===== src/rtl/bfm_result_writer.sv =====
// Result writer: packs 32-bit match results four to a 128-bit beat, buffers them and writes SAP master bursts.
// Build macro BFM_RESULT_WRITER_THRESH_EN adds cfg_threshold, which drops results whose distance exceeds it.
//
//   state      | meaning
//   S_IDLE     | waiting for a full burst in the FIFO, or for a flush with beats left
//   S_REQ      | write request held until master_request_ack
//   S_DATA     | streaming len beats from the FIFO head
//   S_WAIT_CMP | waiting for master_request_complete, then advance offset/tag
module bfm_result_writer #(
    parameter int BURST_BEATS = 4,
    parameter int FIFO_DEPTH  = 16
) (
    input  logic          sap_clk,
    input  logic          sap_rst,
    input  logic [63:0]   cfg_base_addr,
    input  logic          result_valid,
    output logic          result_ready,
    input  logic [31:0]   result_data,
    input  logic          result_last,
    output logic          master_request,
    input  logic          master_request_ack,
    input  logic          master_request_complete,
    output logic [3:0]    master_request_type,
    output logic [3:0]    master_request_tag,
    output logic [63:0]   master_request_local_address,
    output logic [35:0]   master_request_length,
    output logic          master_dataout_src_rdy,
    input  logic          master_dataout_dst_rdy,
    output logic [3:0]    master_dataout_tag,
    output logic [127:0]  master_dataout,
    output logic          done
`ifdef BFM_RESULT_WRITER_THRESH_EN
    ,
    input  logic [15:0]   cfg_threshold
`endif
);

    localparam int PTR_W = $clog2(FIFO_DEPTH);
    localparam int CNT_W = PTR_W + 1;
    localparam logic [CNT_W-1:0] BURST_C = CNT_W'(BURST_BEATS);
    localparam logic [CNT_W-1:0] DEPTH_C = CNT_W'(FIFO_DEPTH);

    typedef enum logic [1:0] {
        S_IDLE,
        S_REQ,
        S_DATA,
        S_WAIT_CMP
    } state_t;

    state_t             state_q, state_d;
    logic [127:0]       mem_q [FIFO_DEPTH];
    logic [PTR_W-1:0]   wr_ptr_q, rd_ptr_q;
    logic [CNT_W-1:0]   count_q;
    logic [127:0]       pack_q;
    logic [1:0]         lane_q;
    logic               flush_q;
    logic               first_q;
    logic [63:0]        base_q;
    logic [63:0]        offset_q, offset_d;
    logic [CNT_W-1:0]   len_q, len_d;
    logic [CNT_W-1:0]   beats_q, beats_d;
    logic [3:0]         tag_q, tag_d;
    logic               done_q, done_d;

    logic               fifo_full, fifo_empty;
    logic               accept, keep, push, pop;
    logic [127:0]       beat_w;

    assign fifo_full    = (count_q == DEPTH_C);
    assign fifo_empty   = (count_q == '0);
    assign result_ready = !sap_rst && !fifo_full && !flush_q;
    assign accept       = result_valid && result_ready;

`ifdef BFM_RESULT_WRITER_THRESH_EN
    assign keep = accept && (result_data[15:0] <= cfg_threshold);
`else
    assign keep = accept;
`endif

    // A discarded last result still flushes whatever lanes are already packed.
    assign push = accept && ((keep && lane_q == 2'd3) ||
                             (result_last && (keep || lane_q != 2'd0)));

    always_comb begin
        beat_w = pack_q;
        if (keep) begin
            beat_w[{lane_q, 5'b00000} +: 32] = result_data;
        end
    end

    assign master_dataout_src_rdy = (state_q == S_DATA) && !fifo_empty;
    assign pop                    = master_dataout_src_rdy && master_dataout_dst_rdy;

    always_comb begin
        state_d  = state_q;
        len_d    = len_q;
        beats_d  = beats_q;
        offset_d = offset_q;
        tag_d    = tag_q;
        done_d   = 1'b0;
        case (state_q)
            S_IDLE: begin
                if (count_q >= BURST_C || (flush_q && !fifo_empty)) begin
                    len_d   = (count_q >= BURST_C) ? BURST_C : count_q;
                    beats_d = len_d;
                    state_d = S_REQ;
                end else if (flush_q && lane_q == 2'd0) begin
                    // job ended with every result filtered out: nothing to write
                    done_d   = 1'b1;
                    offset_d = '0;
                end
            end
            S_REQ: begin
                if (master_request_ack) begin
                    state_d = S_DATA;
                end
            end
            S_DATA: begin
                if (pop) begin
                    beats_d = beats_q - 1'b1;
                    if (beats_q == CNT_W'(1)) begin
                        state_d = S_WAIT_CMP;
                    end
                end
            end
            S_WAIT_CMP: begin
                if (master_request_complete) begin
                    offset_d = offset_q + 64'({len_q, 4'b0000});
                    tag_d    = tag_q + 4'd1;
                    state_d  = S_IDLE;
                    if (flush_q && fifo_empty && lane_q == 2'd0) begin
                        done_d   = 1'b1;
                        offset_d = '0;
                    end
                end
            end
            default: state_d = S_IDLE;
        endcase
    end

    always_ff @(posedge sap_clk) begin
        if (push) begin
            mem_q[wr_ptr_q] <= beat_w;
        end
    end

    always_ff @(posedge sap_clk) begin
        if (sap_rst) begin
            state_q  <= S_IDLE;
            wr_ptr_q <= '0;
            rd_ptr_q <= '0;
            count_q  <= '0;
            pack_q   <= '0;
            lane_q   <= '0;
            flush_q  <= 1'b0;
            first_q  <= 1'b1;
            base_q   <= '0;
            offset_q <= '0;
            len_q    <= '0;
            beats_q  <= '0;
            tag_q    <= '0;
            done_q   <= 1'b0;
        end else begin
            state_q  <= state_d;
            offset_q <= offset_d;
            len_q    <= len_d;
            beats_q  <= beats_d;
            tag_q    <= tag_d;
            done_q   <= done_d;

            if (accept) begin
                first_q <= 1'b0;
                if (first_q) begin
                    base_q <= cfg_base_addr;
                end
                if (result_last) begin
                    flush_q <= 1'b1;
                end
                if (push) begin
                    pack_q <= '0;
                    lane_q <= '0;
                end else if (keep) begin
                    pack_q <= beat_w;
                    lane_q <= lane_q + 2'd1;
                end
            end
            if (done_d) begin
                flush_q <= 1'b0;
                first_q <= 1'b1;
            end

            if (push) begin
                wr_ptr_q <= wr_ptr_q + 1'b1;
            end
            if (pop) begin
                rd_ptr_q <= rd_ptr_q + 1'b1;
            end
            case ({push, pop})
                2'b10:   count_q <= count_q + 1'b1;
                2'b01:   count_q <= count_q - 1'b1;
                default: count_q <= count_q;
            endcase
        end
    end

    assign master_request               = (state_q == S_REQ);
    assign master_request_type          = (state_q == S_REQ) ? 4'h1 : 4'h0;
    assign master_request_tag           = tag_q;
    assign master_request_local_address = base_q + offset_q;
    assign master_request_length        = 36'({len_q, 4'b0000});
    assign master_dataout_tag           = tag_q;
    assign master_dataout               = master_dataout_src_rdy ? mem_q[rd_ptr_q] : '0;
    assign done                         = done_q;

endmodule


===== config.mk =====
export PLATFORM = sky130hd
export DESIGN_NAME = bfm_result_writer
export DESIGN_NICKNAME = d
export VERILOG_FILES = /design/src/rtl/bfm_result_writer.sv
export SDC_FILE = /design/constraint.sdc
export NUM_CORES = 2
export LEC_CHECK = 0
export BUFFER_PORTS_ARGS = -buffer_cell sky130_fd_sc_hd__buf_2
export CORE_MARGIN = 1.5
export CORE_UTILIZATION = 39
export DETAILED_ROUTE_END_ITERATION = 12
export GPL_ROUTABILITY_DRIVEN = 0
export PLACE_DENSITY = 0.61
export SLEW_MARGIN = 30
export SYNTH_ARGS = -nofsm -noshare
export SYNTH_HDL_FRONTEND = slang
export SYNTH_SLANG_ARGS = --single-unit

===== constraint.sdc =====
create_clock -name sap_clk -period 17.31 [get_ports sap_clk]
set_clock_uncertainty 0.15 [all_clocks]
set_input_delay 2.5965 -clock sap_clk [delete_from_list [all_inputs] [get_ports sap_clk]]
set_output_delay 2.5965 -clock sap_clk [all_outputs]
set_load 0.03 [all_outputs]

Yosys cells after proc, flatten, opt, wreduce, memory -nomap -nowiden
Memories as Yosys holds them, arrays and structs flattened. A register that Yosys moved wholly into a read port is not among the register bits. Cells that the tools add are included.

$add $sub $neg: 10. Order comparisons: 1. Equal/unequal tests: 15. Shift operators: 2. Mux-type cells: 31. Reduce and logical (&&, ||, !) cells: 34.

Operators with widths (count): 128-bit 2-to-1 mux (3); 64-bit 2-to-1 mux (4); 128-bit bitwise mux (1); 64-bit one-hot mux with 2 select lines (1); 32-bit by 9-bit variable shift with 128-bit output, first input constant (1); 32-bit by 9-bit variable part select with 128-bit output (1); 64-bit adder (1); 64-bit by 9-bit adder with 64-bit output (1); 5-bit one-hot mux with 2 select lines (2); 5-bit 2-to-1 mux (3); 4-bit by 1-bit adder with 4-bit output, second input constant (3); 1-bit logical AND (12); 2-bit 2-to-1 mux (6); 2-bit inequality test, second input constant (5); 5-bit by 1-bit subtractor with 5-bit output, second input constant (2); 7-bit negator with 9-bit output (1); 2-bit equality test, second input constant (4); 4-bit 2-to-1 mux (2); 2-bit one-hot mux with 4 select lines (1); 2-bit AND reduction (4); 2-bit nonzero test (4); 1-bit 2-to-1 mux (7); 5-bit by 1-bit adder with 5-bit output, second input constant (1); 5-bit by 1-bit equality test with 1-bit output, second input constant (1); 14 further kinds (22).

Bits in registers: 290. Memory bits (writable): 2048. Bits of input ports: 103. Output and inout bits: 244. Memories: 1.

Memory list: mem_q (depth 16, width 128, read ports 1, clocked after memory_dff 1, wr ports 1, line 51) `logic [127:0] mem_q [FIFO_DEPTH];`.

Longest topological paths before layout
Depth in word-level cells: 11. Depth in mapped cells: 16. Depth with buffers taken out: 14.

Worst setup path before layout
Ideal clock, no wire load.

Kind: input to register. Start point: input sap_rst. End point: memory mem_q[3][0] (enable). Library setup time: 772 ps. Data arrival time: 12720 ps. Path slack: 3668 ps. Cell stages on the path: 5. Path buffers: 0. Cell sequence: a311oi_2 nand2_1 nor2_2 nand2_1 nor3_1.

Cells in the longest elaborated chain, start to end: 10. Elaborated cells on any way between the ends: 11.

Ends and longest elaborated chain: from (decl) (line 14) `input logic sap_rst,`; 1-bit zero test * (line 71) `assign result_ready = !sap_rst && !fifo_full && !flush_q;`; 1-bit logical AND * (2 in a row) (line 71); 1-bit logical AND * (line 72) `assign accept = result_valid && result_ready;`; 1-bit logical OR (line 82) `(result_last && (keep || lane_q != 2'd0)));`; 1-bit logical AND (line 82); 1-bit logical OR (line 81) `assign push = accept && ((keep && lane_q == 2'd3) ||`; 1-bit logical AND * (line 81); 1-bit 2-to-1 mux * (line 142) `if (push) begin`; 1-bit 2-to-1 mux (implied by the code) * (line 143) `mem_q[wr_ptr_q] <= beat_w;`; to (decl) (line 51).

Mark *: on every way between the ends. The rest lies on a longest branch, timed or not.

==> metrics.md <==
| Metric | Value |
|---|---|
| Status | completed |
| Unrepaired setup endpoints after global routing | false |
| Tmin final | slightly below 8000 ps |
| Critical Path Source Type | flip-flop |
| Fmax | approximately 130 MHz |
| TritonCTS clock tree | done |
| Fillers | between 20000 and 25000 |
| Clock Latency Late Sink | ~920 ps |
| Via count | approximately 51000 |
| Mapped Area | 0.09398 mm2 |
| Crit Reg-Reg Endpoint | mem_q[5][23]$_DFFE_PP_ |
| I/O pin total | around 350 |
| Vias in the first global route | between 50000 and 60000 |
| Largest net degree at the start of global routing | between 100 and 150 |
| Static Leak | roughly 34 nW |
| Worst Tran Pin Value | ~1000 ps |
| Max clock buf depth | 3 |
| Mean Syn Cell Area | 18.06 um2 |
| Max_cap viols | 0 |
| Die X | 493.9 um |
| Detail Route Antenna Nets | 0 |
| Top FF cell, synth | edfxtp_1 |
| CP Class | reg2out |
| Fin. max-slew vios | 0 |
| Yosys cell types | 77 |
| CTS root buf | clkbuf_16 |
| Tcrit/Tclk final | 0.4577 |
| Final Hold Viols | 0 |
| Setup Viol. Count Final | 0 |
| Synthesis-to-layout area growth | 15.74% |
| Placed instance count | around 8600 |
| Worst hold path class | reg2reg |
| Worst EP required | roughly 15000 ps |
| Cell Pwr Density | 109.0 mW/mm2 |
| Most frequent cells in the layout | edfxtp_1 (2048), mux4_2 (640), nand2_1 (470) |
| Worst-path fanout max | 86 |
| Hold buffers post-CTS | 0 |
| Share of layout cells above drive strength 1 | 0.2785 |
| Critical path capture point type | primary output |
| Maximum VDD drop | approximately 99 uV |
| Gr ovfl total | 0 |
| Core Rows | 180 |
| Avg WL per Cell | between 20 and 30 um |
| Initial antenna violation count | 26 |
| Setup TNS | 0 ps |
| WHS Endpoint | base_q[3]$_SDFFE_PP0P_ |
| Reg clk slew, reported paths | 70 ps |
| Post-synth EDFFs | just over 2000 |
| Post-synth ARST share | 0 |
| Nets@finish | 5799 |
| Post-CTS setup buffers | 0 |
| First-pass GRT wire length | 363200 um |
| Hold Crit Depth | 2 |
| Clock Sinks | 2338 |
| Die area | 0.2439 mm2 |
| Drt pass-1 iters | 7 |
| Total GRT Usage | 0.2057 |
| Yosys warns | 0 |
| Detailed placement HPWL | 137100 um |
| Post-CTS sizing | 0 |
| Rel. slew slack | 0.3057 |
| Setup slack on the worst flop-to-flop path | 12360 ps |
| Final wirelength | between 200000 and 300000 um |
| Starting Density | 0.3914 |
| Crit path DAT | roughly 5200 ps |
| Htree depth | 4 |
| Synthesis-stage register bit count | approximately 2300 |
| Die Y | about 500 um |
| Residual DRC | 0 |
| Port Buf Inserts | 312 |
| Post-synthesis sequential area ratio | 0.7162 |
| Number of cells on the worst reg-to-reg path | 8 |
| Commonest non-fill, non-tap cell in the layout | edfxtp_1 |
| Synth Instances | roughly 5200 |
| Hold Startpoint | base_q[3]$_SDFFE_PP0P_ |
| CTS Buf Count | approximately 240 |
| Core ar. | about 0.24 mm2 |
| Cell Count, Final, Fillers Out | about 9000 |
| Avg Vias per Cell | ~5.7 |
| Critical R2R Launch | count_q[1]$_SDFFE_PP0P_ |
| First DRT Iteration DRCs | about 5600 |
cell usage after synthesis (all sizes together) (3+ instances only):
cell | count | share of area
xnor2 | 60 | 0.0056
a21oi | 165 | 0.0089
or2 | 3 | 0.00020
o21bai | 17 | 0.0014
o211ai | 3 | 0.00024
and4 | 10 | 0.00096
xor2 | 63 | 0.0059
o41ai | 4 | 0.00073
ha | 85 | 0.011
edfxtp | 2048 | 0.65
inv | 32 | 0.0013
nor3 | 27 | 0.0018
dfxtp | 290 | 0.062
nand4 | 41 | 0.0030
nor2b | 11 | 0.00073
mux2i | 4 | 0.00043
nor4 | 12 | 0.00096
and2 | 41 | 0.0027
a211oi | 9 | 0.00077
mux4 | 640 | 0.15
a21o | 45 | 0.0036
a31oi | 9 | 0.00067
buf | 116 | 0.0065
nor3b | 3 | 0.00024
o31ai | 8 | 0.00099
o21a | 4 | 0.00032
a221oi | 3 | 0.00028
nand3 | 36 | 0.0019
nand2 | 477 | 0.019
clkbuf | 238 | 0.0095
o21ai | 176 | 0.0094
nand2b | 9 | 0.00060
nor2 | 233 | 0.0094
and3 | 144 | 0.0096
a22oi | 100 | 0.0080
or3 | 10 | 0.00067
power by group:
group,internal [W],switching [W],leakage (nW)
registers,0.00609,0.0000131,20.0
logic,0.0000862,0.000259,10.1
clock network,0.00316,0.00224,4.12
total,0.00934,0.00252,34.3
worst max-delay path, cell delays in order (launching register included):
cell     delay, ps
dfxtp_4        620
buf_4          460
buf_12         620
buf_12         430
buf_16         460
mux4_2         580
mux4_2         490
and3_1         260
buf_2          200
how the worst max path moves through the flow:
stage                     startpoint               endpoint  slack (ps)  cells after the start
final                      flip-flop     master_dataout[21]        9390                      8
after global routing       flip-flop     master_dataout[21]        8970                      8
after CTS                  flip-flop    master_dataout[106]        8190                      7
after detailed placement   flip-flop    master_dataout[106]        9200                      7
after global placement     flip-flop    master_dataout[106]        8930                      7
after floorplan              sap_rst  mem_q[3][0]$_DFFE_PP_        3670                      5
cell families after synthesis:
family                   synth area share
flip-flops                         0.7162
AND/OR/NAND/NOR                   0.05252
multiplexers                       0.1538
AO/OA/AOI/OAI                     0.03713
buffers and inverters             0.01731
XOR/XNOR                          0.01146
adder cells (fa/ha/maj)           0.01153
other                          0.00003990
area by class of cell:
type | count | area [um2] | share of cell area
Multi-Input combinational cell | 2512 | 25530 | 0.2347
Timing Repair Buffer | 488 | 3302 | 0.03036
Clock buffer | 327 | 6700 | 0.06160
Sequential cell | 2338 | 67320 | 0.6189
Clock inverter | 128 | 1754 | 0.01613
Antenna cell | 24 | 60.06 | 0.0005522
Tap cell | 3185 | 3985 | 0.03664
Inverter | 32 | 120.1 | 0.001104
per-stage QoR:
stage               cell area (um2)  hold slack [ps]  worst slack [ps]  utilization  total power, W
finish                       108800            306.3              9387       0.4530         0.01185
global route                 108700            317.9              8965       0.4529         0.01218
CTS                          108500            308.8              8193       0.4519         0.01194
detailed placement           100000            293.5              9204       0.4167        0.006568
global placement              99730            289.2              8930       0.4154        0.006561
floorplan                     94100            279.6              3668            -        0.006430
sequential cells by signal, summed over array words and instances (netlist names), named ones only:
signal and cells:
mem_q 2048, pack_q 128, base_q 64, offset_q 60
beats_q 5, count_q 5, len_q 5, master_dataout_tag 4
rd_ptr_q 4, wr_ptr_q 4, lane_q 2, state_q 2
done 1, first_q 1, flush_q 1
metal layers:
| layer | part of all wire | track usage | wire length (um) | vias to the layer above |
|---|---|---|---|---|
| met4 | 0.031 | 0.07426 | 7881 | 8 |
| li1 | - | - | - | 21585 |
| met5 | 0.00021 | 0 | 54 | - |
| met3 | 0.076 | 0.03564 | 19200 | 379 |
| met2 | 0.48 | 0.3307 | 121800 | 2161 |
| met1 | 0.41 | 0.2819 | 103800 | 27210 |
Note: power is estimated with default switching activity, not from simulation.
